$ cat src/rtl/word_serial_subtractor_pkg.sv
// Shared types and constants for the word-serial subtractor and its prefix slice.
package word_serial_subtractor_pkg;

  typedef enum logic [1:0] {
    IDLE = 2'd0,
    RUN  = 2'd1,
    DONE = 2'd2
  } state_e;

  localparam int DEF_WORD_W    = 16;
  localparam int DEF_NUM_WORDS = 4;

  // Ceiling log2, never below 1 so a single-word build still has a 1-bit index.
  function automatic int clog2_min1(input int n);
    int w;
    w = 1;
    while ((1 << w) < n) w++;
    return w;
  endfunction

endpackage

$ cat src/rtl/pp_word_sub.sv
// One WORD_W-bit slice computing a + ~b + cin through a Brent-Kung prefix tree.
module pp_word_sub #(
  parameter int WORD_W = 16
) (
  input  logic [WORD_W-1:0] a,
  input  logic [WORD_W-1:0] b,
  input  logic              cin,
  output logic [WORD_W-1:0] sum,
  output logic              cout
);

  function automatic int pow2_floor(input int n);
    int v;
    v = 1;
    while ((v * 2) <= n) v = v * 2;
    return v;
  endfunction

  localparam int TOP = pow2_floor(WORD_W);

  always_comb begin
    logic [WORD_W-1:0] bn, h, g, p;
    bn = ~b;
    h  = a ^ bn;
    g  = a & bn;
    p  = h;
    // Fold the carry-in into bit 0 so every group generate already covers it.
    g[0] = g[0] | (h[0] & cin);
    for (int d = 1; d < WORD_W; d = d * 2) begin
      for (int i = 2 * d - 1; i < WORD_W; i = i + 2 * d) begin
        g[i] = g[i] | (p[i] & g[i-d]);
        p[i] = p[i] & p[i-d];
      end
    end
    for (int d = TOP / 2; d >= 1; d = d / 2) begin
      for (int i = 3 * d - 1; i < WORD_W; i = i + 2 * d) begin
        g[i] = g[i] | (p[i] & g[i-d]);
        p[i] = p[i] & p[i-d];
      end
    end
    sum    = h;
    sum[0] = h[0] ^ cin;
    for (int i = 1; i < WORD_W; i++) begin
      sum[i] = h[i] ^ g[i-1];
    end
    cout = g[WORD_W-1];
  end

endmodule

$ cat src/rtl/word_serial_subtractor.sv
// Multi-word A - B - borrow_in, one prefix-slice word per clock with a registered borrow chain.
module word_serial_subtractor
  import word_serial_subtractor_pkg::*;
#(
  parameter int WORD_W    = DEF_WORD_W,
  parameter int NUM_WORDS = DEF_NUM_WORDS
) (
  input  logic                          clk,
  input  logic                          rst_n,
  input  logic                          in_valid,
  output logic                          in_ready,
  input  logic [WORD_W*NUM_WORDS-1:0]   minuend,
  input  logic [WORD_W*NUM_WORDS-1:0]   subtrahend,
  input  logic                          borrow_in,
  output logic                          out_valid,
  input  logic                          out_ready,
  output logic [WORD_W*NUM_WORDS-1:0]   difference,
  output logic                          borrow_out,
  output logic                          overflow
);

  localparam int W  = WORD_W * NUM_WORDS;
  localparam int KW = clog2_min1(NUM_WORDS);
  localparam logic [KW-1:0] K_LAST = KW'(NUM_WORDS - 1);

  state_e          state_q;
  logic [W-1:0]    a_q, b_q, diff_q;
  logic [KW-1:0]   k_q, k_d;
  logic            c_q, borrow_q, ovf_q, in_ready_q, out_valid_q;
  logic [WORD_W-1:0] a_w, b_w, s_w;
  logic            co_w;

  assign a_w = a_q[int'(k_q) * WORD_W +: WORD_W];
  assign b_w = b_q[int'(k_q) * WORD_W +: WORD_W];
  assign k_d = k_q + 1'b1;

  pp_word_sub #(.WORD_W(WORD_W)) u_slice (
    .a    (a_w),
    .b    (b_w),
    .cin  (c_q),
    .sum  (s_w),
    .cout (co_w)
  );

  // Operands are only needed while RUN, so they carry no reset.
  always_ff @(posedge clk) begin
    if (state_q == IDLE && in_valid) begin
      a_q <= minuend;
      b_q <= subtrahend;
    end
  end

  always_ff @(posedge clk or negedge rst_n) begin
    if (!rst_n) begin
      state_q     <= IDLE;
      in_ready_q  <= 1'b1;
      out_valid_q <= 1'b0;
      diff_q      <= '0;
      borrow_q    <= 1'b0;
      ovf_q       <= 1'b0;
      k_q         <= '0;
      c_q         <= 1'b0;
    end else begin
      case (state_q)
        IDLE: begin
          if (in_valid) begin
            c_q        <= ~borrow_in;
            k_q        <= '0;
            in_ready_q <= 1'b0;
            state_q    <= RUN;
          end
        end
        RUN: begin
          diff_q[int'(k_q) * WORD_W +: WORD_W] <= s_w;
          c_q <= co_w;
          k_q <= k_d;
          if (k_q == K_LAST) begin
            borrow_q    <= ~co_w;
            ovf_q       <= (a_q[W-1] != b_q[W-1]) & (s_w[WORD_W-1] != a_q[W-1]);
            k_q         <= '0;
            out_valid_q <= 1'b1;
            state_q     <= DONE;
          end
        end
        DONE: begin
          if (out_ready) begin
            out_valid_q <= 1'b0;
            in_ready_q  <= 1'b1;
            state_q     <= IDLE;
          end
        end
        default: state_q <= IDLE;
      endcase
    end
  end

  assign in_ready   = in_ready_q;
  assign out_valid  = out_valid_q;
  assign difference = diff_q;
  assign borrow_out = borrow_q;
  assign overflow   = ovf_q;

endmodule
$ cat config.mk
export PLATFORM = sky130hd
export DESIGN_NAME = word_serial_subtractor
export DESIGN_NICKNAME = d
export VERILOG_FILES = /design/src/rtl/word_serial_subtractor_pkg.sv /design/src/rtl/pp_word_sub.sv /design/src/rtl/word_serial_subtractor.sv
export SDC_FILE = /design/constraint.sdc
export NUM_CORES = 1
export LEC_CHECK = 0
export CELL_PAD_IN_SITES_DETAIL_PLACEMENT = 0
export CELL_PAD_IN_SITES_GLOBAL_PLACEMENT = 1
export CORE_ASPECT_RATIO = 1.25
export CORE_MARGIN = 1
export CORE_UTILIZATION = 35
export CTS_CLUSTER_DIAMETER = 120
export DETAILED_ROUTE_END_ITERATION = 10
export MAX_ROUTING_LAYER = met4
export PLACE_DENSITY = 0.74
export SLEW_MARGIN = 15
export SYNTH_ARGS = -nofsm -noshare
export SYNTH_HDL_FRONTEND = slang
export SYNTH_SLANG_ARGS = --single-unit
$ cat constraint.sdc
create_clock -name clk -period 14.8 [get_ports clk]
set_input_delay 1.48 -clock clk [delete_from_list [all_inputs] [get_ports clk]]
set_output_delay 1.48 -clock clk [all_outputs]
set_load 0.01 [all_outputs]
[After elaboration in Yosys (flattened, before gate mapping)]
Index checks and enable logic that the tools add are counted.
Operators by class
  $add $sub $neg: 2
  eq/ne operators: 8
  shift-type cells: 4
  multiplexer cells: 16
  bitwise logic cells: 87
  reduce and logical (&&, ||, !) cells: 10
Operators by type and width (number)
  64-bit by 7-bit indexed part select with 16-bit output: 2
  64-bit bitwise mux: 1
  16-bit by 33-bit variable shift with 64-bit output, first input constant: 1
  16-bit by 33-bit indexed part select with 64-bit output: 1
  1-bit AND: 39
  6-bit negator with 33-bit output: 1
  1-bit bitwise OR: 27
  16-bit AND: 1
  16-bit NOT: 1
  1-bit XOR: 16
  16-bit XOR: 1
  2-bit two-way mux: 5
  3-bit AND reduction: 3
  2-bit != test, second input constant: 3
  1-bit case mux with 2 select lines: 3
  2-bit case mux with 3 select lines: 1
  2-bit nonzero test: 3
  1-bit two-way mux: 5
  2-bit == test, second input constant: 2
  2-bit case mux with 2 select lines: 1
  2-bit AND reduction: 2
  2-bit by 1-bit adder with 2-bit output, second input constant: 1
  2-bit by 1-bit == test with 1-bit output, second input constant: 1
  2-bit logical NOT: 1
  other kinds (3): 5
Storage, ports and cells
  bits in registers: 201
  output and inout port bits: 68

[Logic depth before layout (Yosys ltp)]
Gate-level depths: netlist of the first run.
  depth after elaboration: 20
  depth in mapped cells: 16
  gate-level depth less buffers: 14

[Cells and area by module]
A second synthesis of the first run with hierarchy kept.
Second synthesis, totals
  cell total of the unflattened synthesis: 523
  area total of the unflattened synthesis: 8267.9 um^2
By module, submodules not included
  word_serial_subtractor: times used 1, cells each 431, area each 7539.7 um^2
  pp_word_sub: times used 1, cells each 92, area each 728.2 um^2

[Worst setup path before layout of the first run]
No wires, ideal clock.
  path type: in2reg
  from: in in_valid
  to: reg a_q[0] (enable)
  setup time: 616 ps
  arrival time: 6876 ps
  data required time: 14184 ps
  setup slack: 7308 ps
  stages: 2
  cells stage by stage: nand2_1 -> nor2_1
Between the ends
  word-level cells in the longest chain between the ends: 1
Ends and longest elaborated chain
  start: declaration: line word_serial_subtractor.sv:10  | input logic in_valid,
  1-bit logical AND: line word_serial_subtractor.sv:47  | if (state_q == IDLE && in_valid) begin
  end signal: assignment: line word_serial_subtractor.sv:48  | a_q <= minuend;
  end: declaration: line word_serial_subtractor.sv:27  | logic [W-1:0] a_q, b_q, diff_q;
Every way passes these cells.
A chain may end at the register's enable or synchronous reset.

[Worst setup path after layout of the first run]
  from: reg k_q[0]
  to: reg ovf_q, in the netlist overflow
Between the ends
  word-level cells in the longest chain between the ends: 20
  elaborated cells between the ends (all ways): 48
  classes of those cells: eq/ne: 2; shift: 2; bitwise: 43; reduce/logical: 1
Ends and longest elaborated chain
  start: declaration: line word_serial_subtractor.sv:28  | logic [KW-1:0] k_q, k_d;
  start signal: assignment: line word_serial_subtractor.sv:76  | k_q <= k_d;
  64-bit by 7-bit indexed part select with 16-bit output: line word_serial_subtractor.sv:34  | assign b_w = b_q[int'(k_q) * WORD_W +: WORD_W];
  16-bit NOT: line pp_word_sub.sv:23  | bn = ~b;
  16-bit XOR: line pp_word_sub.sv:24  | h = a ^ bn;
  1-bit AND: line pp_word_sub.sv:28  | g[0] = g[0] | (h[0] & cin);
  1-bit bitwise OR: line pp_word_sub.sv:28
  1-bit AND: line pp_word_sub.sv:31  | g[i] = g[i] | (p[i] & g[i-d]);
  1-bit bitwise OR: line pp_word_sub.sv:31
  1-bit AND: line pp_word_sub.sv:31
  [... 4 more ...]
  1-bit bitwise OR: line pp_word_sub.sv:37  | g[i] = g[i] | (p[i] & g[i-d]);
  1-bit AND: line pp_word_sub.sv:37
  1-bit bitwise OR: line pp_word_sub.sv:37
  1-bit AND: line pp_word_sub.sv:37
  1-bit bitwise OR: line pp_word_sub.sv:37
  1-bit XOR: line pp_word_sub.sv:44  | sum[i] = h[i] ^ g[i-1];
  1-bit != test: line word_serial_subtractor.sv:79  | ovf_q <= (a_q[W-1] != b_q[W-1]) & (s_w[WORD_W-1] != a_q[W-1]);
  1-bit AND: line word_serial_subtractor.sv:79
  end signal: assignment: line word_serial_subtractor.sv:79
  end: declaration: line word_serial_subtractor.sv:29  | logic c_q, borrow_q, ovf_q, in_ready_q, out_valid_q;
Parallel ways exist; a longest one is shown, timed or not.

==> summary.txt, run 1 <==
Worst setup path
  • WS Path Type: register to register
  • CP endpoint kind: register
  • R2r startpoint: k_q[0]$_DFFE_PN0P_
  • R2r endpoint: overflow$_DFFE_PN0P_
  • Crit path arrival time: 4.98 ns
  • CP Max Fanout: 30
  • Reg2reg path depth: 15
  • Worst setup SP type: register
  • Critical Path RT: 15.17 ns
  • Register-to-register setup slack: 10.20 ns

Drt
  • Remaining routing DRC violations: 26
  • Vias per Instance: 4.926
  • DR pass1 iterations: 8
  • DR vias: 5025
  • Avg WL per Cell: 18.36 um
  • Initial drt markers: 256
  • Final ANT Viol Nets: 0
  • Routed WL: 18.73 mm

STA
  • Fmax: 217.2 MHz
  • Setup Skew: 0.01835 ns
  • Slew HR: 0.2642
  • Final period utilization: 0.3111
  • Final Critical Period: 4.605 ns
  • Fin Setup TNS: 0 ns
  • Worst slew pin tran: 1.104 ns
  • Final hold vios: 0
  • Max-slew violations: 0
  • RSZ-0062 raised after global routing: false
  • # setup viols final: 0

Global route
  • Vias in the first global route: 5437
  • Pin count of the biggest net entering global routing: 93
  • Total congestion overflow: 0
  • Initial antenna violation count: 0
  • Wire length of the first global-routing pass: 29.52 mm
  • GRT Total Usage: 0.1649

Power and ir drop
  • Logic pwr share: 0.434
  • Pleak: 4.203 nW
  • Psw: 0.8673 mW
  • Clock share of power: 0.214
  • Internal Pwr Total: 1.473 mW
  • PwrDens: 211.0 nW/um^2
  • Worst VDD drop: 0.1005 mV
  • Sw frac: 0.3706
  • Sequential cell fraction of total power: 0.352

Final layout
  • Cell Count, Final, Fillers Out: 1020
  • Filler cells: 1929
  • Ant diodes: 0
  • Multi-input gate area: 2268 sq um
  • Final Net Count: 880
  • Area Overhead vs Synth: 36.26%
  • Seq. cell area: 5674 sq um
  • Layout cell share with drive strength beyond 1: 0.1202

Clock network
  • CTS root buffer: clkbuf_16
  • Max clock buf depth: 3
  • H-tree depth: 1
  • Number of setup buffers added after CTS: 0
  • Clock slew at the register clock pins of the worst setup and hold paths: 0.06 ns
  • Clock Latency Late Sink: 0.50 ns
  • CTS tree: built
  • Clock Sinks: 201
  • Resized Gates After CTS: 0
  • Total CTS buffers: 20
  • Hold bufs inserted after CTS: 0

Yosys
  • Cell count after synthesis: 511
  • YS warnings: 0
  • Mapped cell area: 8140 sq um
  • Register area share after synthesis: 0.6967
  • Syn avg cell area: 15.93 sq um
  • Post-synthesis sequential element count: 201
  • Synth cell types: 45
  • Mapped Nets: 673
  • Post-synth EDFFs: 128
  • Top_reg_cell synth: edfxtp_1
  • Async set or reset register ratio after synthesis: 0.3632

Run status
  • Status: complete, but fails checks
  • Failing checks: DRC

Die
  • Die H: 172.5 um
  • Site Rows: 62
  • IO Pins: 201
  • Width of the die: 138.4 um
  • Starting Density: 0.3557
  • CORE AREA: 22880 sq um
  • Die Area: 23880 sq um

Placed design
  • Final GP Congestion: 0.7717
  • Dpl cells: 984
  • # port buffers: 200
  • Post-DP HPWL: 13.54 mm

Hold path
  • Hold wc startpoint: difference[42]$_DFFE_PN0P_
  • Hold Path Depth: 2
  • Worst Hold Class: register to register
  • Hold Path End: difference[42]$_DFFE_PN0P_

Flow run
  • Total of max-cap violations: 0
[per-layer routing]
layer / track usage / wire length, um / vias up
li1: - / - / 2311
met1: 0.2015 / 7758 / 2495
met2: 0.2796 / 9566 / 185
met3: 0.02394 / 959 / 34
met4: 0.05665 / 448 / 0
met5: - / 0 / -
[sequential cells by signal, indices dropped and copies added, names as in the netlist, 2 cells and up]
| register | count |
|---|---|
| b_q | 64 |
| a_q | 64 |
| k_q | 2 |
| difference | 64 |
| state_q | 2 |
[per-stage QoR]
stage	utilization	worst slack (ns)	total power, mW	cell area, sq um	hold slack, ns
floorplan	-	7.308	1.477	8140	0.5109
global placement	0.4562	10.25	1.831	10440	0.4629
detailed placement	0.4562	10.10	1.864	10440	0.4672
CTS	0.4847	10.06	2.374	11090	0.4813
global route	0.4847	9.693	2.497	11090	0.5158
finish	0.4847	10.20	2.340	11090	0.4780
[how the worst max path moves through the flow]
| stage | start | endpoint | slack (ns) | depth (start not counted) |
|---|---|---|---|---|
| after floorplan | in_valid | a_q[0]$_DFFE_PP_ | 7.31 | 2 |
| after global placement | k_q[0]$_DFFE_PN0P_ | overflow$_DFFE_PN0P_ | 10.25 | 15 |
| after detailed placement | k_q[0]$_DFFE_PN0P_ | overflow$_DFFE_PN0P_ | 10.10 | 15 |
| after CTS | k_q[0]$_DFFE_PN0P_ | overflow$_DFFE_PN0P_ | 10.06 | 15 |
| after global routing | k_q[0]$_DFFE_PN0P_ | overflow$_DFFE_PN0P_ | 9.69 | 15 |
| final | k_q[0]$_DFFE_PN0P_ | overflow$_DFFE_PN0P_ | 10.20 | 15 |
[cell usage after synthesis, types with 2 or more instances]
cell | instances | area share
edfxtp_1 | 128 | 0.47
dfrtp_1 | 72 | 0.22
nand2_1 | 65 | 0.030
mux4_2 | 32 | 0.089
o21ai_0 | 32 | 0.020
inv_1 | 29 | 0.013
ha_1 | 20 | 0.031
o21ai_1 | 18 | 0.011
a21oi_1 | 13 | 0.0080
a22o_1 | 12 | 0.013
o21ai_2 | 10 | 0.011
fa_1 | 9 | 0.022
buf_2 | 7 | 0.0043
clkbuf_1 | 7 | 0.0032
nor2_1 | 7 | 0.0032
xor2_1 | 5 | 0.0054
nand2b_1 | 3 | 0.0023
nand3_1 | 3 | 0.0018
nor3_1 | 3 | 0.0018
o31ai_1 | 3 | 0.0028
buf_1 | 2 | 0.00092
buf_6 | 2 | 0.0028
nand2_4 | 2 | 0.0028
nand4_1 | 2 | 0.0015
nor4_1 | 2 | 0.0015
o211ai_1 | 2 | 0.0018
or3_1 | 2 | 0.0015
xnor2_1 | 2 | 0.0022
[cell usage in the layout (no fill, tap or decap), types with 3 or more instances in the layout]
cell / n
inv_1: 29
fa_1: 9
o21ai_2: 10
dfrtp_1: 70
nor3_1: 3
clkinv_2: 4
clkbuf_1: 4
nand2_1: 65
o21ai_0: 32
ha_1: 20
nand2b_1: 3
nand3_1: 3
edfxtp_1: 128
a22o_1: 12
o21ai_1: 18
o31ai_1: 3
a21oi_1: 13
clkdlybuf4s50_1: 199
nor2_1: 6
buf_4: 4
mux4_2: 32
xor2_1: 5
clkbuf_16: 21
[logic make-up (layout without fill, tap and decap cells)]
kind of cell | after synthesis | count (layout) | share of synthesized area
AO/OA/AOI/OAI | 98 | 98 | 0.07532
XOR/XNOR | 7 | 7 | 0.007532
adder cells (fa/ha/maj) | 29 | 29 | 0.05287
buffers and inverters | 48 | 269 | 0.02552
flip-flops | 201 | 201 | 0.6967
multiplexers | 33 | 33 | 0.08976
AND/OR/NAND/NOR | 95 | 95 | 0.05226
[cell type report]
cell class	instances	area share
Sequential cell	201	0.5116
Multi-Input combinational cell	262	0.2045
Timing Repair Buffer	204	0.1827
Clock buffer	28	0.05189
Tap cell	288	0.03249
Inverter	29	0.009814
Clock inverter	8	0.006994
[power by group through the flow]
stage               Sequential [mW]  Combinational, mW  Clock, mW
floorplan                     0.848              0.630          0
global placement              0.829               1.00          0
detailed placement            0.836               1.03          0
CTS                           0.826               1.03      0.516
global route                  0.838               1.12      0.539
finish                        0.823               1.02      0.501
[critical path, cell delays in order (launching register included)]
cell	delay, ns
dfrtp_2	0.53
buf_4	0.56
mux4_2	0.59
inv_1	0.09
fa_1	0.16
inv_1	0.05
fa_1	0.42
a211oi_1	0.30
o211a_1	0.25
nor3_1	0.09
o41ai_1	0.42
fa_1	0.28
xor2_1	0.40
nor3b_1	0.10
a21oi_1	0.13
o21ai_0	0.08
Power figures use the tool's default switching activity.
==> run 2, diff against run 1 <==
--- a/config.mk
+++ b/config.mk
@@ -13,7 +13,7 @@
 export CTS_CLUSTER_DIAMETER = 120
 export DETAILED_ROUTE_END_ITERATION = 10
 export MAX_ROUTING_LAYER = met4
-export PLACE_DENSITY = 0.74
+export PLACE_DENSITY = 0.76
 export SLEW_MARGIN = 15
 export SYNTH_ARGS = -nofsm -noshare
 export SYNTH_HDL_FRONTEND = slang
==> constraint.sdc (replaced) <==
create_clock -name clk -period 3.9 [get_ports clk]
set_input_delay 0.39 -clock clk [delete_from_list [all_inputs] [get_ports clk]]
set_output_delay 0.39 -clock clk [all_outputs]
set_load 0.01 [all_outputs]
==> run 2 against run 1 <==
  * The flow still finishes with violations (DRC)
  * Sequential power rose to 3.8 times the previous value
  * Clock skew shrank 0.0080 ns
  * Utilization is 0.57 points higher
  * Fmax is 25% higher
  * Flip-flop and latch count is the same
  * Setup slack worse by 10 ns
  * Hold slack lost 0.029 ns
  * Final cell count up 1.4%
  * Non-clock buffer count rose by 13
  * Die area unchanged
==> summary.txt, run 2 (same netlist as run 1, synthesis figures left out) <==
Power and ir drop
  • PwrDens: 802.3 nW/um^2
  • Sequential cell fraction of total power: 0.345
  • Logic pwr share: 0.445
  • Sw frac: 0.3695
  • Worst VDD drop: 0.4050 mV
  • Pleak: 4.274 nW
  • Clock share of power: 0.210
  • Psw: 3.327 mW
  • Internal Pwr Total: 5.677 mW
  • Power Total: 9.004 mW

STA
  • Final period utilization: 0.9414
  • Worst slew pin tran: 0.8237 ns
  • Setup Skew: 0.01038 ns
  • Slew HR: 0.4509
  • RSZ-0062 raised after global routing: false
  • Worst hold slack: 0.4486 ns
  • Max-slew violations: 0
  • Fin Setup TNS: 0 ns
  • Fmax: 272.4 MHz
  • # setup viols final: 0
  • Final hold vios: 0
  • PnR worst setup slack: 0.2285 ns
  • Final Critical Period: 3.671 ns

Global route
  • Total congestion overflow: 0
  • Wire length of the first global-routing pass: 30.72 mm
  • Vias in the first global route: 5586
  • GRT Total Usage: 0.1723
  • Initial antenna violation count: 0
  • Pin count of the biggest net entering global routing: 53

Die
  • Die Area: 23880 sq um
  • IO Pins: 201
  • Site Rows: 62
  • CORE AREA: 22880 sq um
  • Die H: 172.5 um
  • Width of the die: 138.4 um
  • Starting Density: 0.3557

Worst setup path
  • Critical path's largest stage delay: 0.53 ns
  • Worst setup SP type: register
  • CP Max Fanout: 16
  • Reg2reg path depth: 14
  • Cell mode on critical path: fa_1
  • Crit path arrival time: 4.09 ns
  • R2r endpoint: overflow$_DFFE_PN0P_
  • Critical-path cell list: buf_12, mux4_2, fa_1, inv_1, fa_1, a211oi_1, o211a_1, nor3_2, o41ai_1, fa_1, xor2_1, nor3b_1, a21oi_1, o21ai_0
  • Register-to-register setup slack: 0.23 ns
  • WS Path Type: register to register
  • CP endpoint kind: register
  • Critical Path RT: 4.32 ns
  • R2r startpoint: k_q[0]$_DFFE_PN0P_
  • Slowest stage cell on the critical path: mux4_2

Run status
  • Failing checks: DRC
  • Status: complete, but fails checks

Placed design
  • # port buffers: 200
  • Final GP Congestion: 0.7700
  • Pre-CTS WS: 0.1827 ns
  • Post-DP HPWL: 14.51 mm

Drt
  • Vias per Instance: 4.998
  • Final ANT Viol Nets: 0
  • DR vias: 5168
  • Remaining routing DRC violations: 25
  • Initial drt markers: 226
  • Avg WL per Cell: 18.89 um
  • DR pass1 iterations: 7
  • Routed WL: 19.54 mm

Clock network
  • Total CTS buffers: 21
  • Number of setup buffers added after CTS: 0
  • Clock Sinks: 201
  • CTS tree: built
  • Max clock buf depth: 3
  • H-tree depth: 1
  • CTS root buffer: clkbuf_16
  • Clock slew at the register clock pins of the worst setup and hold paths: 0.06 ns
  • Clock Latency Late Sink: 0.50 ns

Flow run
  • Total of max-cap violations: 0

Final layout
  • Ant diodes: 0
  • Filler cells: 1914
  • Commonest non-fill, non-tap cell in the layout: clkdlybuf4s50_1
  • Final Net Count: 894
  • Most frequent cells in the layout: clkdlybuf4s50_1, edfxtp_1, dfrtp_1
  • Layout cell share with drive strength beyond 1: 0.1367
  • Area Overhead vs Synth: 37.86%

Hold path
  • Worst Hold Class: input port to register
  • Hold Path End: a_q[57]$_DFFE_PP_
  • Hold Path Depth: 1
  • Hold wc startpoint: minuend[57]
run 2: repair_timing:
action	4_1_cts	5_1_grt
hold buffers	1	0
gates resized for setup	0	2
hold endpoints to repair	4	0
endpoints found under the setup margin	0	2
run 2: worst max path at each step:
stage	slack [ns]	cells after the start	to	from
after floorplan	0.04	16	overflow$_DFFE_PN0P_	k_q[0]$_DFFE_PN0P_
after CTS	0.11	14	overflow$_DFFE_PN0P_	k_q[0]$_DFFE_PN0P_
final	0.23	14	overflow$_DFFE_PN0P_	k_q[0]$_DFFE_PN0P_
after global routing	0.05	12	overflow$_DFFE_PN0P_	k_q[0]$_DFFE_PN0P_
after global placement	0.28	14	overflow$_DFFE_PN0P_	k_q[0]$_DFFE_PN0P_
after detailed placement	0.18	14	overflow$_DFFE_PN0P_	k_q[0]$_DFFE_PN0P_
run 2: metrics by stage:
stage	util	instances	instance area (sq um)
final	0.4904	1034	11220
after global routing	0.4904	1034	11220
after CTS	0.4900	1034	11210
after detailed placement	0.4612	996	10550
after global placement	0.4612	996	10550
after floorplan	-	511	8150
run 2: critical path: cells and delay by family, from the launching register on:
kind	cells	cell delay [ns]
flops	1	0.42
buf+inv	2	0.28
mux	1	0.53
compound gates	5	0.70
simple gates	2	0.48
xor+xnor	1	0.17
fa+ha+maj	3	1.01
run 2: power by group through the flow:
stage / sequential, mW / combinational [mW] / clock [mW]
2_1_floorplan: 3.17 / 2.40 / 0
3_3_place_gp: 3.13 / 3.96 / 0
3_5_place_dp: 3.16 / 4.05 / 0
4_1_cts: 3.12 / 4.07 / 1.94
5_1_grt: 3.17 / 4.42 / 2.02
6_report: 3.11 / 4.00 / 1.89
run 2: final cells by class:
cell class | instances | area [sq um] | area share
inverters | 29 | 108.9 | 0.009700
clock buffers | 25 | 554.3 | 0.04939
multi-input cells | 262 | 2273 | 0.2026
clock inverters | 12 | 95.09 | 0.008474
well taps | 288 | 360.3 | 0.03211
flip-flops and latches | 201 | 5674 | 0.5056
repair buffers | 217 | 2156 | 0.1921
run 2: metal layers:
metal / GRT usage / vias up / routed length (um)
li1: - / 2347 / -
met1: 0.2032 / 2581 / 7872
met2: 0.2970 / 196 / 10100
met3: 0.02450 / 44 / 977
met4: 0.06742 / 0 / 590
met5: - / - / 0
